<file path="src/rtl/ctrl_encode_def_pkg.sv">
// Shared encodings for the multi-cycle MIPS control path.
// States, instruction classes, strobe codes and opcode values.
package ctrl_encode_def_pkg;

  typedef enum logic [3:0] {
    S_FETCH  = 4'd0,
    S_DECODE = 4'd1,
    S_EXEC_R = 4'd2,
    S_EXEC_I = 4'd3,
    S_ALUWB  = 4'd4,
    S_MEMADR = 4'd5,
    S_MEMRD  = 4'd6,
    S_MEMWB  = 4'd7,
    S_MEMWR  = 4'd8,
    S_BRANCH = 4'd9,
    S_JUMP   = 4'd10
  } state_e;

  typedef enum logic [3:0] {
    C_R, C_I, C_LW, C_SW,
    C_BEQ, C_BNE, C_J, C_JAL,
    C_ILL
  } iclass_e;

  localparam logic [3:0] ALU_NOP  = 4'd0;
  localparam logic [3:0] ALU_ADD  = 4'd1;
  localparam logic [3:0] ALU_SUB  = 4'd2;
  localparam logic [3:0] ALU_AND  = 4'd3;
  localparam logic [3:0] ALU_OR   = 4'd4;
  localparam logic [3:0] ALU_SLT  = 4'd5;
  localparam logic [3:0] ALU_SLTU = 4'd6;
  localparam logic [3:0] ALU_SLL  = 4'd7;
  localparam logic [3:0] ALU_LUI  = 4'd8;
  localparam logic [3:0] ALU_NOR  = 4'd9;

  localparam logic [1:0] NPC_PLUS4  = 2'b00;
  localparam logic [1:0] NPC_BRANCH = 2'b01;
  localparam logic [1:0] NPC_JUMP   = 2'b10;

  localparam logic [1:0] GPR_RD = 2'b00;
  localparam logic [1:0] GPR_RT = 2'b01;
  localparam logic [1:0] GPR_31 = 2'b10;

  localparam logic [1:0] WD_ALU = 2'b00;
  localparam logic [1:0] WD_MEM = 2'b01;
  localparam logic [1:0] WD_PC  = 2'b10;

  localparam logic [5:0] OP_R    = 6'h00;
  localparam logic [5:0] OP_J    = 6'h02;
  localparam logic [5:0] OP_JAL  = 6'h03;
  localparam logic [5:0] OP_BEQ  = 6'h04;
  localparam logic [5:0] OP_BNE  = 6'h05;
  localparam logic [5:0] OP_ADDI = 6'h08;
  localparam logic [5:0] OP_SLTI = 6'h0A;
  localparam logic [5:0] OP_ORI  = 6'h0D;
  localparam logic [5:0] OP_LUI  = 6'h0F;
  localparam logic [5:0] OP_LW   = 6'h23;
  localparam logic [5:0] OP_SW   = 6'h2B;

  localparam logic [5:0] FN_SLL  = 6'h00;
  localparam logic [5:0] FN_ADD  = 6'h20;
  localparam logic [5:0] FN_ADDU = 6'h21;
  localparam logic [5:0] FN_SUB  = 6'h22;
  localparam logic [5:0] FN_SUBU = 6'h23;
  localparam logic [5:0] FN_AND  = 6'h24;
  localparam logic [5:0] FN_OR   = 6'h25;
  localparam logic [5:0] FN_NOR  = 6'h27;
  localparam logic [5:0] FN_SLT  = 6'h2A;
  localparam logic [5:0] FN_SLTU = 6'h2B;

endpackage

</file>
<file path="src/rtl/multicycle_ctrl_decode.sv">
// Instruction classifier for the multi-cycle controller.
// Maps Op/Funct to class, execute-stage ALUOp and EXTOp.
module mc_decode
  import ctrl_encode_def_pkg::*;
(
  input  logic [5:0] op,
  input  logic [5:0] funct,
  output iclass_e    cls,
  output logic [3:0] alu_op,
  output logic       ext_op,
  output logic       illegal
);

  // Decode opcode, then funct for R-type; unknown encodings are illegal
  always_comb begin
    cls    = C_ILL;
    alu_op = ALU_NOP;
    ext_op = 1'b0;
    unique case (op)
      OP_R: begin
        cls = C_R;
        unique case (funct)
          FN_ADD, FN_ADDU: alu_op = ALU_ADD;
          FN_SUB, FN_SUBU: alu_op = ALU_SUB;
          FN_AND:  alu_op = ALU_AND;
          FN_OR:   alu_op = ALU_OR;
          FN_NOR:  alu_op = ALU_NOR;
          FN_SLT:  alu_op = ALU_SLT;
          FN_SLTU: alu_op = ALU_SLTU;
          FN_SLL:  alu_op = ALU_SLL;
          default: cls = C_ILL;
        endcase
      end
      OP_ADDI: begin
        cls    = C_I;
        alu_op = ALU_ADD;
        ext_op = 1'b1;
      end
      OP_SLTI: begin
        cls    = C_I;
        alu_op = ALU_SLT;
        ext_op = 1'b1;
      end
      OP_ORI: begin
        cls    = C_I;
        alu_op = ALU_OR;
      end
      OP_LUI: begin
        cls    = C_I;
        alu_op = ALU_LUI;
      end
      OP_LW:   cls = C_LW;
      OP_SW:   cls = C_SW;
      OP_BEQ:  cls = C_BEQ;
      OP_BNE:  cls = C_BNE;
      OP_J:    cls = C_J;
      OP_JAL:  cls = C_JAL;
      default: cls = C_ILL;
    endcase
    illegal = (cls == C_ILL);
  end

endmodule

</file>
<file path="src/rtl/multicycle_ctrl.sv">
// Multi-cycle MIPS control FSM.
// Sequences fetch/decode/execute/mem/wb over a shared memory port.
module multicycle_ctrl
  import ctrl_encode_def_pkg::*;
(
  input  logic       clk,
  input  logic       rst,
  input  logic [5:0] Op,
  input  logic [5:0] Funct,
  input  logic       Zero,
  input  logic       mem_rdy,
  output logic       mem_req,
  output logic       IorD,
  output logic       IRWrite,
  output logic       PCWrite,
  output logic [1:0] NPCOp,
  output logic       RegWrite,
  output logic       MemWrite,
  output logic       EXTOp,
  output logic       ALUSrc,
  output logic [3:0] ALUOp,
  output logic [1:0] GPRSel,
  output logic [1:0] WDSel,
  output logic       illegal
);

  state_e     state_q;
  state_e     state_d;
  iclass_e    cls;
  logic [3:0] dec_alu;
  logic       dec_ext;
  logic       dec_ill;

  mc_decode u_dec (
    .op      (Op),
    .funct   (Funct),
    .cls     (cls),
    .alu_op  (dec_alu),
    .ext_op  (dec_ext),
    .illegal (dec_ill)
  );

  // State register; reset returns to FETCH
  always_ff @(posedge clk) begin
    if (rst) state_q <= S_FETCH;
    else     state_q <= state_d;
  end

  // Next state and per-state strobes; everything held low in reset
  always_comb begin
    state_d  = state_q;
    mem_req  = 1'b0;
    IorD     = 1'b0;
    IRWrite  = 1'b0;
    PCWrite  = 1'b0;
    NPCOp    = NPC_PLUS4;
    RegWrite = 1'b0;
    MemWrite = 1'b0;
    EXTOp    = 1'b0;
    ALUSrc   = 1'b0;
    ALUOp    = ALU_NOP;
    GPRSel   = GPR_RD;
    WDSel    = WD_ALU;
    illegal  = 1'b0;
    if (!rst) begin
      unique case (state_q)
        S_FETCH: begin
          mem_req = 1'b1;
          if (mem_rdy) begin
            IRWrite = 1'b1;
            PCWrite = 1'b1;
            state_d = S_DECODE;
          end
        end
        S_DECODE: begin
          unique case (cls)
            C_R:          state_d = S_EXEC_R;
            C_I:          state_d = S_EXEC_I;
            C_LW, C_SW:   state_d = S_MEMADR;
            C_BEQ, C_BNE: state_d = S_BRANCH;
            C_J, C_JAL:   state_d = S_JUMP;
            default: begin
              illegal = dec_ill;
              state_d = S_FETCH;
            end
          endcase
        end
        S_EXEC_R: begin
          ALUOp   = dec_alu;
          state_d = S_ALUWB;
        end
        S_EXEC_I: begin
          ALUOp   = dec_alu;
          ALUSrc  = 1'b1;
          EXTOp   = dec_ext;
          state_d = S_ALUWB;
        end
        S_ALUWB: begin
          RegWrite = 1'b1;
          GPRSel   = (cls == C_R) ? GPR_RD : GPR_RT;
          state_d  = S_FETCH;
        end
        S_MEMADR: begin
          ALUOp   = ALU_ADD;
          ALUSrc  = 1'b1;
          EXTOp   = 1'b1;
          state_d = (cls == C_LW) ? S_MEMRD : S_MEMWR;
        end
        S_MEMRD: begin
          mem_req = 1'b1;
          IorD    = 1'b1;
          if (mem_rdy) state_d = S_MEMWB;
        end
        S_MEMWB: begin
          RegWrite = 1'b1;
          WDSel    = WD_MEM;
          GPRSel   = GPR_RT;
          state_d  = S_FETCH;
        end
        S_MEMWR: begin
          mem_req  = 1'b1;
          IorD     = 1'b1;
          MemWrite = 1'b1;
          if (mem_rdy) state_d = S_FETCH;
        end
        S_BRANCH: begin
          ALUOp   = ALU_SUB;
          NPCOp   = NPC_BRANCH;
          PCWrite = ((cls == C_BEQ) & Zero) |
                    ((cls == C_BNE) & ~Zero);
          state_d = S_FETCH;
        end
        S_JUMP: begin
          PCWrite = 1'b1;
          NPCOp   = NPC_JUMP;
          if (cls == C_JAL) begin
            RegWrite = 1'b1;
            GPRSel   = GPR_31;
            WDSel    = WD_PC;
          end
          state_d = S_FETCH;
        end
        default: state_d = S_FETCH;
      endcase
    end
  end

endmodule

</file>
<file path="config.mk">
export PLATFORM = sky130hd
export DESIGN_NAME = multicycle_ctrl
export DESIGN_NICKNAME = d
export VERILOG_FILES = /design/src/rtl/ctrl_encode_def_pkg.sv /design/src/rtl/multicycle_ctrl_decode.sv /design/src/rtl/multicycle_ctrl.sv
export SDC_FILE = /design/constraint.sdc
export NUM_CORES = 1
export LEC_CHECK = 0
export BUFFER_PORTS_ARGS = -buffer_cell sky130_fd_sc_hd__buf_2
export CELL_PAD_IN_SITES_DETAIL_PLACEMENT = 1
export CELL_PAD_IN_SITES_GLOBAL_PLACEMENT = 2
export CORE_UTILIZATION = 25
export DETAILED_ROUTE_END_ITERATION = 12
export GPL_ROUTABILITY_DRIVEN = 0
export PLACE_DENSITY = 0.77
export RECOVER_POWER = 50
export SYNTH_ARGS = -nofsm -noshare
export SYNTH_HDL_FRONTEND = slang
export SYNTH_HIERARCHICAL = 1
export SYNTH_SLANG_ARGS = --single-unit
</file>
<file path="constraint.sdc">
create_clock -name clk -period 7.5 [get_ports clk]
set_clock_uncertainty 0.2 [all_clocks]
set_input_delay 0.75 -clock clk [delete_from_list [all_inputs] [get_ports clk]]
set_output_delay 0.75 -clock clk [all_outputs]
set_load 0.1 [all_outputs]
</file>
After elaboration in Yosys (flattened, before gate mapping) --
Cells that the tools add are included.
Word-level totals: latch bits 0, word-level logic and storage cells 106, register bits after elaboration 4, memories kept 0, memory bits (read-only) 0, memory bits (writable) 0
Cells by class: reduce and logical (&&, ||, !) cells 19, divide/modulo/power cells 0, multipliers 0, order comparisons 0, shift-type cells 0, add/subtract/negate cells 0, multiplexer cells 42, eq/ne operators 40, bitwise operators 4
Operators with widths (number):
- $eq A6 B6 Y1 const B | 11
- $pmux W4 S8 | 2
- $pmux W4 S5 | 2
- $eq A4 B3 Y1 const B | 8
- $eq A6 B4 Y1 const B | 4
- $mux W4 | 6
- $pmux W4 S6 | 1
- $mux W1 | 20
- $reduce_or A2 Y1 | 10
- $eq A4 B2 Y1 const B | 4
- $eq A4 B4 Y1 const B | 4
- $eq A6 B2 Y1 const B | 2
- $eq A6 B3 Y1 const B | 2
- $logic_not A6 Y1 | 2
- $pmux W4 S3 | 1
- $reduce_or A10 Y1 | 1
- $eq A4 B1 Y1 const B | 2
- $logic_not A4 Y1 | 2
- $mux W2 | 4
- $pmux W2 S2 | 2
- $reduce_or A8 Y1 | 1
- $ne A2 B2 Y1 const B | 3
- $pmux W2 S3 | 1
- $pmux W1 S2 | 2
- other kinds (7) | 8

Logic depth before layout (Yosys ltp) --
Gate-level depths: netlist (run 1).
depth after elaboration 9, gate-level depth with buffers 8, mapped depth without buffers 7

Modules after synthesis --
Netlist (run 1), hierarchy kept.
By module, submodules not included:
- multicycle_ctrl | sequential area each 80.1 um^2, cells each 88, instances 1, area an instance 593.1 um^2
- mc_decode | sequential area each 0.0 um^2, cells each 66, instances 1, area an instance 426.7 um^2

Worst setup path before layout (run 1) --
No wires, ideal clock.
path type input port to output port, start input port rst, end output port WDSel[1], data arrival time 5728 ps, path buffers 1, setup slack 822 ps, stages on the path 3, data required time 6550 ps, cell sequence nor4_1 > nor2b_1 > buf_4
On the way: longest elaborated chain between the ends 1
RTL lines:
- from (decl) | RTL line multicycle_ctrl.sv:7 | input logic rst,
- $mux W2 | RTL line multicycle_ctrl.sv:65 | if (!rst) begin
- to (decl) | RTL line multicycle_ctrl.sv:23 | output logic [1:0] WDSel,
No other way between the ends.

Worst setup path in the final report (run 1) --
start input port Op[3], end output port GPRSel[0]
On the way: longest elaborated chain between the ends 7, elaborated cells between the ends (all ways) 17, those cells by class 10 x eq/ne; 4 x mux; 3 x reduce/logical
RTL lines:
- from (decl) | RTL line multicycle_ctrl.sv:8 | input logic [5:0] Op,
- $eq A6 B4 Y1 | RTL line multicycle_ctrl_decode.sv:19 | unique case (op)
- $reduce_or A4 Y1 (no source line)
- $pmux W4 S8 * | RTL line multicycle_ctrl_decode.sv:19
- net cls[3] | RTL line multicycle_ctrl.sv:29 | iclass_e cls;
- $logic_not A4 Y1 * | RTL line multicycle_ctrl.sv:100 | GPRSel = (cls == C_R) ? GPR_RD : GPR_RT;
- $mux W1 * | RTL line multicycle_ctrl.sv:100
- $pmux W2 S3 * | RTL line multicycle_ctrl.sv:66 | unique case (state_q)
- $mux W2 * | RTL line multicycle_ctrl.sv:65
- to (decl) | RTL line multicycle_ctrl.sv:22 | output logic [1:0] GPRSel,
The timed path passes the listed nets; every way through them passes the cells marked *.

==> results.md, run 1 <==
* Outcome: completed
* Initial antenna violation count at 0
* Synth unique cells at 53
* Critical Path Start Type: primary input
* Syn avg cell area at around 6.6 sq um
* Final #Nets at 194
* Switching Fraction at 0.374
* Root buffer cell: clkbuf_8
* Setup TNS at 0 ns
* Htree depth at 1
* Layout Cells excl Fill at 224
* Yosys warning total at 6
* WL/cell at 14.3 um
* Pwr dens at between 90 and 100 nW/um^2
* Synth area leader: dfxtp_1
* # port buffers at 34
* Crit path cell chain: clkbuf_1 > nor4_1 > nand2b_1 > a221oi_1 > a221o_1 > nor2_1 > a211o_1 > a21oi_1 > buf_2
* Total number of vias at around 1200
* Synth Flop Type: dfxtp_1
* RSZ-0062 raised after global routing: no
* Sink Count at 4
* Asr flop ratio synth at 0
* Post_cts resized at 0
* Largest cells by area after synthesis: dfxtp_1, nor2b_1, a21oi_1
* FF+latch count, synth at 4
* Synth Cell Area at between 1000 and 1500 sq um
* Leak at around 0.45 nW
* Syn Nets at 170
* ANT nets after route at 0
* Routed wire length at roughly 3200 um
* CP arrival at between 3 and 4 ns
* DRC viols at 0
* Initial Util at 0.268
* CP Class: primary input to output port
* Logic pwr share at 0.399
* Max reg flops at 4
* Clk_lat worst skew at between 0.2 and 0.25 ns
* All-Layer GR Usage at 0.155
* Fmax at approximately 230 MHz
* EDFF count, synth at 0
* Clock share of power at 0.383
* First-pass DRT Iterations at 4
* Regs by FF count: state_q x4
* Commonest cells after routing, fill and taps aside: buf_2, nor2_1, nor2b_1, nand2_1, a21oi_1
* VDD IR max at between 0.00007 and 0.00008 V
* Top-area cell type share of the netlist area at 0.0785
* WP data required at about 6.6 ns
* CTS tree: built
* Sequential power share at 0.218
* Max Fanout on Critical Path at 11
* Reg with most FFs: state_q
* First-pass GRT wire length at ~5400 um
* Min-Delay Path Class: register to register
* # hold bufs at CTS at 0
* Global route overflow at 0
* Die W at around 66 um
* Mapped Cells at 154
* Setup crit end kind: output port
* Commonest non-fill, non-tap cell in the layout: buf_2
* Iter 0 DRT Violations at 51
* Sequential share of the synthesized area at 0.0785
* Worst-Margin Slew at 1.18 ns
* DR vias/cell at about 5.4
* Max-cap violations at 0
* Die Area at around 4300 sq um
* Final Hold Viols at 0
* Int Pwr at 0.0705 mW
* IO Pins at 35
* Vias in the first global route at ~1200
* Post-CTS setup buffers at 0
* ANT cells at 0
* CTS clk-pin slew, worst paths at ~0.03 ns
* Syn-to-layout area delta at 16.4%
* Minimum clock period at ~4.4 ns
* # rows at 22
* P_sw at approximately 0.042 mW
* Worst path max stage delay at 0.54 ns
* Period utilisation layout at 0.585
* Die height at 65.9 um
* Slew Viols, Final at 0
* DP Wirelength at ~2500 um
* Core area at approximately 3800 sq um
* Layout cells sized above 1 at 0.199
* Dpl cells at ~220
* CP max stage cell: nor4_1
* CTS Buf Count at 3
* Max_slew headroom at 0.219
* Largest net degree at the start of global routing at 24
* Final setup fails at 0
* Clock buffer depth at 2
## worst max-delay path: cells and delay by family
kind,cells,cell delay (ns)
AOI/OAI and AO/OA,4,1.22
and+or+nand+nor,3,0.82
buffers and inverters,2,0.64
## kinds of logic (layout without fill, tap and decap cells)
group                     after synthesis  in the layout  synth area share
and+or+nand+nor                        87             87             0.501
AOI/OAI and AO/OA                      41             41             0.277
buffers and inverters                  16             38            0.0883
xor gates and xnor gates                4              4            0.0344
DFF                                     4              4            0.0785
muxes                                   2              2            0.0209
## final cells by class
class / instances / area (sq um)
Tap cell: 48 / 60.1
Timing Repair Buffer: 34 / 159
Fill cell: 503 / 2610
Clock buffer: 3 / 41.3
Sequential cell: 4 / 80.1
Multi-Input combinational cell: 134 / 843
Inverter: 1 / 3.75
## cell usage after synthesis, types with 4 or more instances
cell type,number
dfxtp_1,4
nor3_1,8
o21ai_0,6
nor3b_1,6
nor2b_1,12
nor2_1,15
a21oi_1,12
buf_2,9
nand2_1,12
nand4_1,4
## metal layers
| metal | vias to the layer above | share of wire | track usage |
|---|---|---|---|
| met4 | 0 | 0 | 0.0272 |
| met5 | - | 0 | 0 |
| met3 | 0 | 0.023 | 0.0155 |
| met1 | 577 | 0.50 | 0.203 |
| met2 | 21 | 0.47 | 0.273 |
| li1 | 610 | - | - |
## worst paths after layout
path,from,end,slack (ns),cells past startpoint
hold / removal,state_q[3]$_SDFFE_PP0P_,state_q[3]$_SDFFE_PP0P_,0.55,2
setup / recovery,Op[3],GPRSel[0],3.11,9
hold reg to reg,state_q[3]$_SDFFE_PP0P_,state_q[3]$_SDFFE_PP0P_,0.55,2
setup reg to reg,state_q[0]$_SDFFE_PP0P_,state_q[0]$_SDFFE_PP0P_,5.60,3
## power by group through the flow
stage | clock network (mW) | registers [mW] | logic, mW
after global routing | 0.0470 | 0.0249 | 0.0490
final | 0.0431 | 0.0246 | 0.0450
after detailed placement | 0 | 0.0248 | 0.0454
after global placement | 0 | 0.0247 | 0.0443
after CTS | 0.0450 | 0.0246 | 0.0455
after floorplan | 0 | 0.0225 | 0.0356
## metrics by stage
step	worst slack (ns)	hold WS, ns	util	cell area [sq um]	power [mW]
after floorplan	0.822	0.375	-	1020	0.0580
after CTS	3.24	0.558	0.317	1200	0.115
after global routing	2.88	0.632	0.313	1190	0.121
final	3.11	0.553	0.313	1190	0.113
after detailed placement	3.24	0.553	0.306	1160	0.0703
after global placement	3.30	0.533	0.306	1160	0.0690
No activity file was read; power rests on OpenSTA's default activity.
==> inputs of run 2 (changes only) <==
CORE_UTILIZATION = 23   (was 25)
PLACE_DENSITY = 0.75   (was 0.77)
clock period = 3.8 ns   (was 7.5 ns; I/O delays follow)
==> run 2 against run 1 <==
Cell count increased by 2.2%. Cell area increased by 6.1%. Non-clock buffer count increased by 3. Register-to-register slack got worse by 3.8 ns. Critical path type unchanged. Critical endpoint unchanged.
==> results.md, run 2 (synthesis gave the netlist of run 1 again) <==
* Die W at 68.6 um (was 65.9 um)
* Worst-Margin Slew at 1.18 ns (about the same)
* Setup crit end kind: output port (unchanged)
* IO Pins at 35 (unchanged)
* Commonest non-fill, non-tap cell in the layout: buf_2 (unchanged)
* Global route overflow at 0 (unchanged)
* # port buffers at 34 (unchanged)
* Syn-to-layout area delta at 23.6% (was 16.4%)
* Period utilisation layout at 0.924
* Critical Path Start Type: primary input (unchanged)
* Critical Path Most Common Cell: buf_2
* Setup TNS at 0 ns (unchanged)
* Total number of vias at 1235 (was 1208)
* # hold bufs at CTS at 0 (unchanged)
* Core area at 4120 sq um (was 3800 sq um)
* Final setup fails at 0 (unchanged)
* Final core utilization at 0.306 (was 0.313)
* Max_slew headroom at 0.214 (was 0.219)
* DRC viols at 0 (unchanged)
* Die Area at 4700 sq um (was 4340 sq um)
* Outcome: completed (unchanged)
* Hold WS at 0.404 ns (was 0.553 ns)
* Logic pwr share at 0.402 (was 0.399)
* Reg with most FFs: state_q (unchanged)
* Largest net degree at the start of global routing at 24 (unchanged)
* ANT nets after route at 0 (unchanged)
* Int Pwr at 0.141 mW (was 0.0705 mW)
* RSZ-0062 raised after global routing: no (unchanged)
* Crit path max-delay family: compound AO/OA/AOI/OAI gates (unchanged)
* CTS clk-pin slew, worst paths at 0.03 ns (about the same)
* CP max stage cell: nor4_1 (unchanged)
* P_sw at 0.0902 mW (was 0.0421 mW)
* Reg2reg start: state_q[0]$_SDFFE_PP0P_ (unchanged)
* Commonest cells after routing, fill and taps aside: buf_2, nor2_1, nor2b_1, nand2_1, a21oi_1 (unchanged)
* Leak at 0.478 nW (was 0.451 nW)
* Fmax at ~280 MHz
* Min-Delay Path Class: primary input to register (was register to register)
* Initial Util at 0.248 (was 0.268)
* Die height at 68.6 um (was 65.9 um)
* CTS Buf Count at 3 (unchanged)
* Slew Viols, Final at 0 (unchanged)
* CP arrival at 2.93 ns (was 3.44 ns)
* Crit path cell chain: buf_2 > nor4_1 > nand2b_1 > a221oi_2 > a221o_1 > nor2_1 > a211o_1 > a21oi_2 > buf_2 (was clkbuf_1 > nor4_1 > nand2b_1 > a221oi_1 > a221o_1 > nor2_1 > a211o_1 > a21oi_1 > buf_2)
* First-pass DRT Iterations at 4 (unchanged)
* Routed wire length at 3440 um (was 3200 um)
* Sink Count at 4 (unchanged)
* Hold Path Origin: rst (was state_q[3]$_SDFFE_PP0P_)
* First-pass GRT wire length at 5750 um (was 5390 um)
* Iter 0 DRT Violations at 54 (was 51)
* Max Fanout on Critical Path at 11 (unchanged)
* Overall Power at 0.232 mW (was 0.113 mW)
* Clk_lat worst skew at 0.22 ns (was 0.21 ns)
* Hold depth at 2 (unchanged)
* Clock share of power at 0.385 (was 0.383)
* # rows at 23 (was 22)
* WL/cell at 15.0 um (was 14.3 um)
* FF-to-FF setup slack at 1.82 ns (was 5.60 ns)
* CP Class: primary input to output port (unchanged)
* Max reg flops at 4 (unchanged)
* Pwr dens at 184 nW/um^2 (was 94.9 nW/um^2)
* Layout cells sized above 1 at 0.257 (was 0.199)
* CTS tree: built (unchanged)
* Post_cts resized at 0 (unchanged)
* Sequential power share at 0.213 (was 0.218)
* Regs by FF count: state_q x4 (unchanged)
* Post-CTS setup buffers at 0 (unchanged)
* Initial antenna violation count at 0 (unchanged)
* Worst Hold Endpoint: state_q[3]$_SDFFE_PP0P_ (unchanged)
* Worst Reg-to-Reg Cells at 3 (unchanged)
* WP data required at 3.22 ns (was 6.55 ns)
* Final #Nets at 197 (was 194)
* Buffers & Inverters on Critical Path at 2 (unchanged)
* ANT cells at 0 (unchanged)
* Worst path max stage delay at 0.56 ns (was 0.54 ns)
* Vias in the first global route at 1234 (was 1221)
* Root buffer cell: clkbuf_8 (unchanged)
* Reg2reg end: state_q[0]$_SDFFE_PP0P_ (unchanged)
* DP Wirelength at 2620 um (was 2460 um)
* DR vias/cell at 5.39 (about the same)
* Htree depth at 1 (unchanged)
* All-Layer GR Usage at 0.158 (was 0.155)
* Final Hold Viols at 0 (unchanged)
* VDD IR max at 0.0000700 V (was 0.0000724 V)
* Clock buffer depth at 2 (unchanged)
* Max-cap violations at 0 (unchanged)
* Minimum clock period at about 3.5 ns
* Switching Fraction at 0.389 (was 0.374)
-- run 2: changes by cell type in the layout (fill, tap and decap cells not counted), moves of 2 or more --
cell / change
buf_4: +3
a21oi_1: -2
a21oi_2: +2
nor4_1: -2
-- run 2: how the worst max path moves through the flow --
stage,endpoint,from,slack [ns],cells after the start
2_1_floorplan,WDSel[1],state_q[3]$_SDFFE_PP0P_,-0.38,5
3_3_place_gp,GPRSel[0],Op[3],0.35,9
3_5_place_dp,GPRSel[0],Op[3],0.30,9
4_1_cts,GPRSel[0],Op[3],0.29,9
5_1_grt,GPRSel[0],Op[3],0.13,9
6_report,GPRSel[0],Op[3],0.29,9
-- run 2: per-layer routing --
layer  global-route usage  routed length, um  up-vias
met4               0.0156                  0        0
met2                0.283               1680       18
met5                    0                  0        -
met3               0.0214                 78        0
met1                0.204               1680      596
li1                     -                  -      621
-- run 2: worst reg2reg max path, cell delays in order (launching register included) --
cell	delay [ns]
dfxtp_1	0.87
nor3b_1	0.33
nor4bb_1	0.37
o21a_1	0.15
-- run 2: power by group through the flow --
| stage | clock (mW) | sequential [mW] | combinational (mW) |
|---|---|---|---|
| after floorplan | 0 | 0.0443 | 0.0717 |
| after global placement | 0 | 0.0494 | 0.0898 |
| final | 0.0893 | 0.0493 | 0.0931 |
| after global routing | 0.0965 | 0.0497 | 0.102 |
| after detailed placement | 0 | 0.0498 | 0.0930 |
| after CTS | 0.0919 | 0.0491 | 0.0934 |
-- run 2: final cells by class --
cell class	count	area, sq um
fill	534	2860
multi-input combinational	134	890
timing repair buffer	37	183
sequential	4	80.1
tap	50	62.6
clock buffer	3	41.3
inverter	1	3.75
-- run 2: per-stage QoR --
step / instances / setup slack [ns] / area (sq um)
2_1_floorplan: 154 / -0.377 / 1060
6_report: 229 / 0.290 / 1260
3_3_place_gp: 226 / 0.348 / 1230
3_5_place_dp: 226 / 0.303 / 1230
5_1_grt: 229 / 0.132 / 1260
4_1_cts: 229 / 0.293 / 1270
==> inputs of run 3 (changes only) <==
CORE_UTILIZATION = 24   (was 23)
CTS_BUF_LIST = sky130_fd_sc_hd__clkbuf_8   (was not set)
PLACE_DENSITY = 0.78   (was 0.75)
==> run 3 against run 2 <==
Clock power rose by 3.1%. Setup slack got worse by 0.0012 ns. Via count rose by 1.5%. Sequential cell count unchanged. Non-clock buffer count is the same. Routed wire length fell by 4.0%. Die area shrank 4.0%. Global-route usage decreased by 1.1 points. Sequential share of layout area is essentially flat.
==> results.md, run 3 (synthesis gave the netlist of run 1 again) <==
* Global route overflow at 0 (unchanged)
* Reg with most FFs: state_q (unchanged)
* Max-cap violations at 0 (unchanged)
* ANT nets after route at 0 (unchanged)
* Regs by FF count: state_q x4 (unchanged)
* Sink Count at 4 (unchanged)
* Iter 0 DRT Violations at 28 (was 54)
* Clock buffer depth at 2 (unchanged)
* Htree depth at 1 (unchanged)
* Hold depth at 2 (unchanged)
* DRC viols at 0 (unchanged)
* First-pass DRT Iterations at 4 (unchanged)
* Die Area at 4510 sq um (was 4700 sq um)
* Setup TNS at 0 ns (unchanged)
* Syn-to-layout area delta at 23.1% (was 23.6%)
* CTS Buf Count at 3 (unchanged)
* WP data required at 3.22 ns (about the same)
* Post_cts resized at 0 (unchanged)
* Layout Cells excl Fill at 229 (unchanged)
* Final Hold Viols at 0 (unchanged)
* DR vias/cell at 5.48 (was 5.39)
* VDD IR max at 0.000128 V (was 0.0000700 V)
* Die W at 67.2 um (was 68.6 um)
* Total number of vias at 1254 (was 1235)
* RSZ-0062 raised after global routing: no (unchanged)
* Max reg flops at 4 (unchanged)
* Hold Path Origin: rst (unchanged)
* Post-CTS setup buffers at 0 (unchanged)
* Worst setup path startpoint: Op[3] (unchanged)
* Max_slew headroom at 0.228 (was 0.214)
* Final setup fails at 0 (unchanged)
* Commonest cells after routing, fill and taps aside: buf_2, nor2_1, nor2b_1, nand2_1, a21oi_1 (unchanged)
* Final Cell Area at 1250 sq um (was 1260 sq um)
* Dpl cell area at 1230 sq um (unchanged)
* Fmax at 285 MHz (about the same)
* Setup crit end kind: output port (unchanged)
* Minimum clock period at 3.51 ns (about the same)
* CTS clk-pin slew, worst paths at 0.04 ns (was 0.03 ns)
* Commonest non-fill, non-tap cell in the layout: buf_2 (unchanged)
* Period utilisation layout at 0.924 (about the same)
* Pwr dens at 186 nW/um^2 (was 184 nW/um^2)
* Root buffer cell: clkbuf_8 (unchanged)
* Max Fanout on Critical Path at 11 (unchanged)
* Outcome: completed (unchanged)
* Layout cells sized above 1 at 0.257 (unchanged)
* ANT cells at 0 (unchanged)
* # hold bufs at CTS at 0 (unchanged)
* Min-Delay Path Class: primary input to register (unchanged)
* CTS tree: built (unchanged)
* IO Pins at 35 (unchanged)
* # port buffers at 34 (unchanged)
* # rows at 23 (unchanged)
* Slew Viols, Final at 0 (unchanged)
* DP Wirelength at 2520 um (was 2620 um)
* Largest net degree at the start of global routing at 24 (unchanged)
* WL/cell at 14.4 um (was 15.0 um)
* Die height at 67.2 um (was 68.6 um)
* CP Class: primary input to output port (unchanged)
* Leak at 0.477 nW (was 0.478 nW)
* Overall Power at 0.233 mW (was 0.232 mW)
* Final #Nets at 197 (unchanged)
* Initial Util at 0.253 (was 0.248)
* Initial antenna violation count at 0 (unchanged)
* Vias in the first global route at 1153 (was 1234)
* Critical Path Start Type: primary input (unchanged)
* Worst Reg-to-Reg Cells at 3 (unchanged)
* Clk_lat worst skew at 0.22 ns (about the same)
* CP arrival at 2.93 ns (about the same)
* Routed wire length at 3310 um (was 3440 um)
* Reg2reg start: state_q[0]$_SDFFE_PP0P_ (unchanged)
* Worst-Margin Slew at 1.16 ns (was 1.18 ns)
* Core area at 4030 sq um (was 4120 sq um)
* Dpl cells at 226 (unchanged)
* All-Layer GR Usage at 0.147 (was 0.158)
* First-pass GRT wire length at 5150 um (was 5750 um)
[run 3: final timing paths]
check / to / slack, ns
setup / recovery: GPRSel[0] / 0.29
hold / removal: state_q[3]$_SDFFE_PP0P_ / 0.38
setup reg to reg: state_q[0]$_SDFFE_PP0P_ / 1.68
hold reg to reg: state_q[3]$_SDFFE_PP0P_ / 0.54
[run 3: metrics by stage]
step                      setup slack [ns]  hold WS (ns)  utilization
after floorplan                     -0.377         0.365            -
after global placement               0.355         0.520        0.305
after detailed placement             0.297         0.538        0.305
after CTS                            0.297         0.383        0.315
after global routing                 0.122         0.408        0.311
final                                0.289         0.382        0.311
[run 3: worst max-delay path: stages]
cell      delay, ns
buf_2          0.16
nor4_1         0.52
nand2b_1       0.18
a221oi_1       0.36
a221o_1        0.37
nor2_1         0.11
a211o_1        0.31
a21oi_2        0.11
buf_2          0.43
[run 3: layout make-up]
class | instances | area, sq um
Multi-Input combinational cell | 134 | 883
Timing Repair Buffer | 37 | 184
Inverter | 1 | 3.75
Tap cell | 50 | 62.6
Fill cell | 545 | 2770
Sequential cell | 4 | 80.1
Clock buffer | 3 | 41.3
[run 3: per-layer routing]
| metal | GRT usage | wire length, um |
|---|---|---|
| met3 | 0.0270 | 81 |
| met5 | 0 | 0 |
| met1 | 0.183 | 1520 |
| met4 | 0.0186 | 25 |
| met2 | 0.265 | 1680 |
[run 3: where the power goes]
group / leakage, nW / switching (mW) / total, mW / internal (mW)
Sequential: 0.0325 / 0.00603 / 0.0492 / 0.0432
Combinational: 0.422 / 0.0608 / 0.0917 / 0.0309
Clock: 0.0216 / 0.0243 / 0.0921 / 0.0677
Total: 0.477 / 0.0912 / 0.233 / 0.142
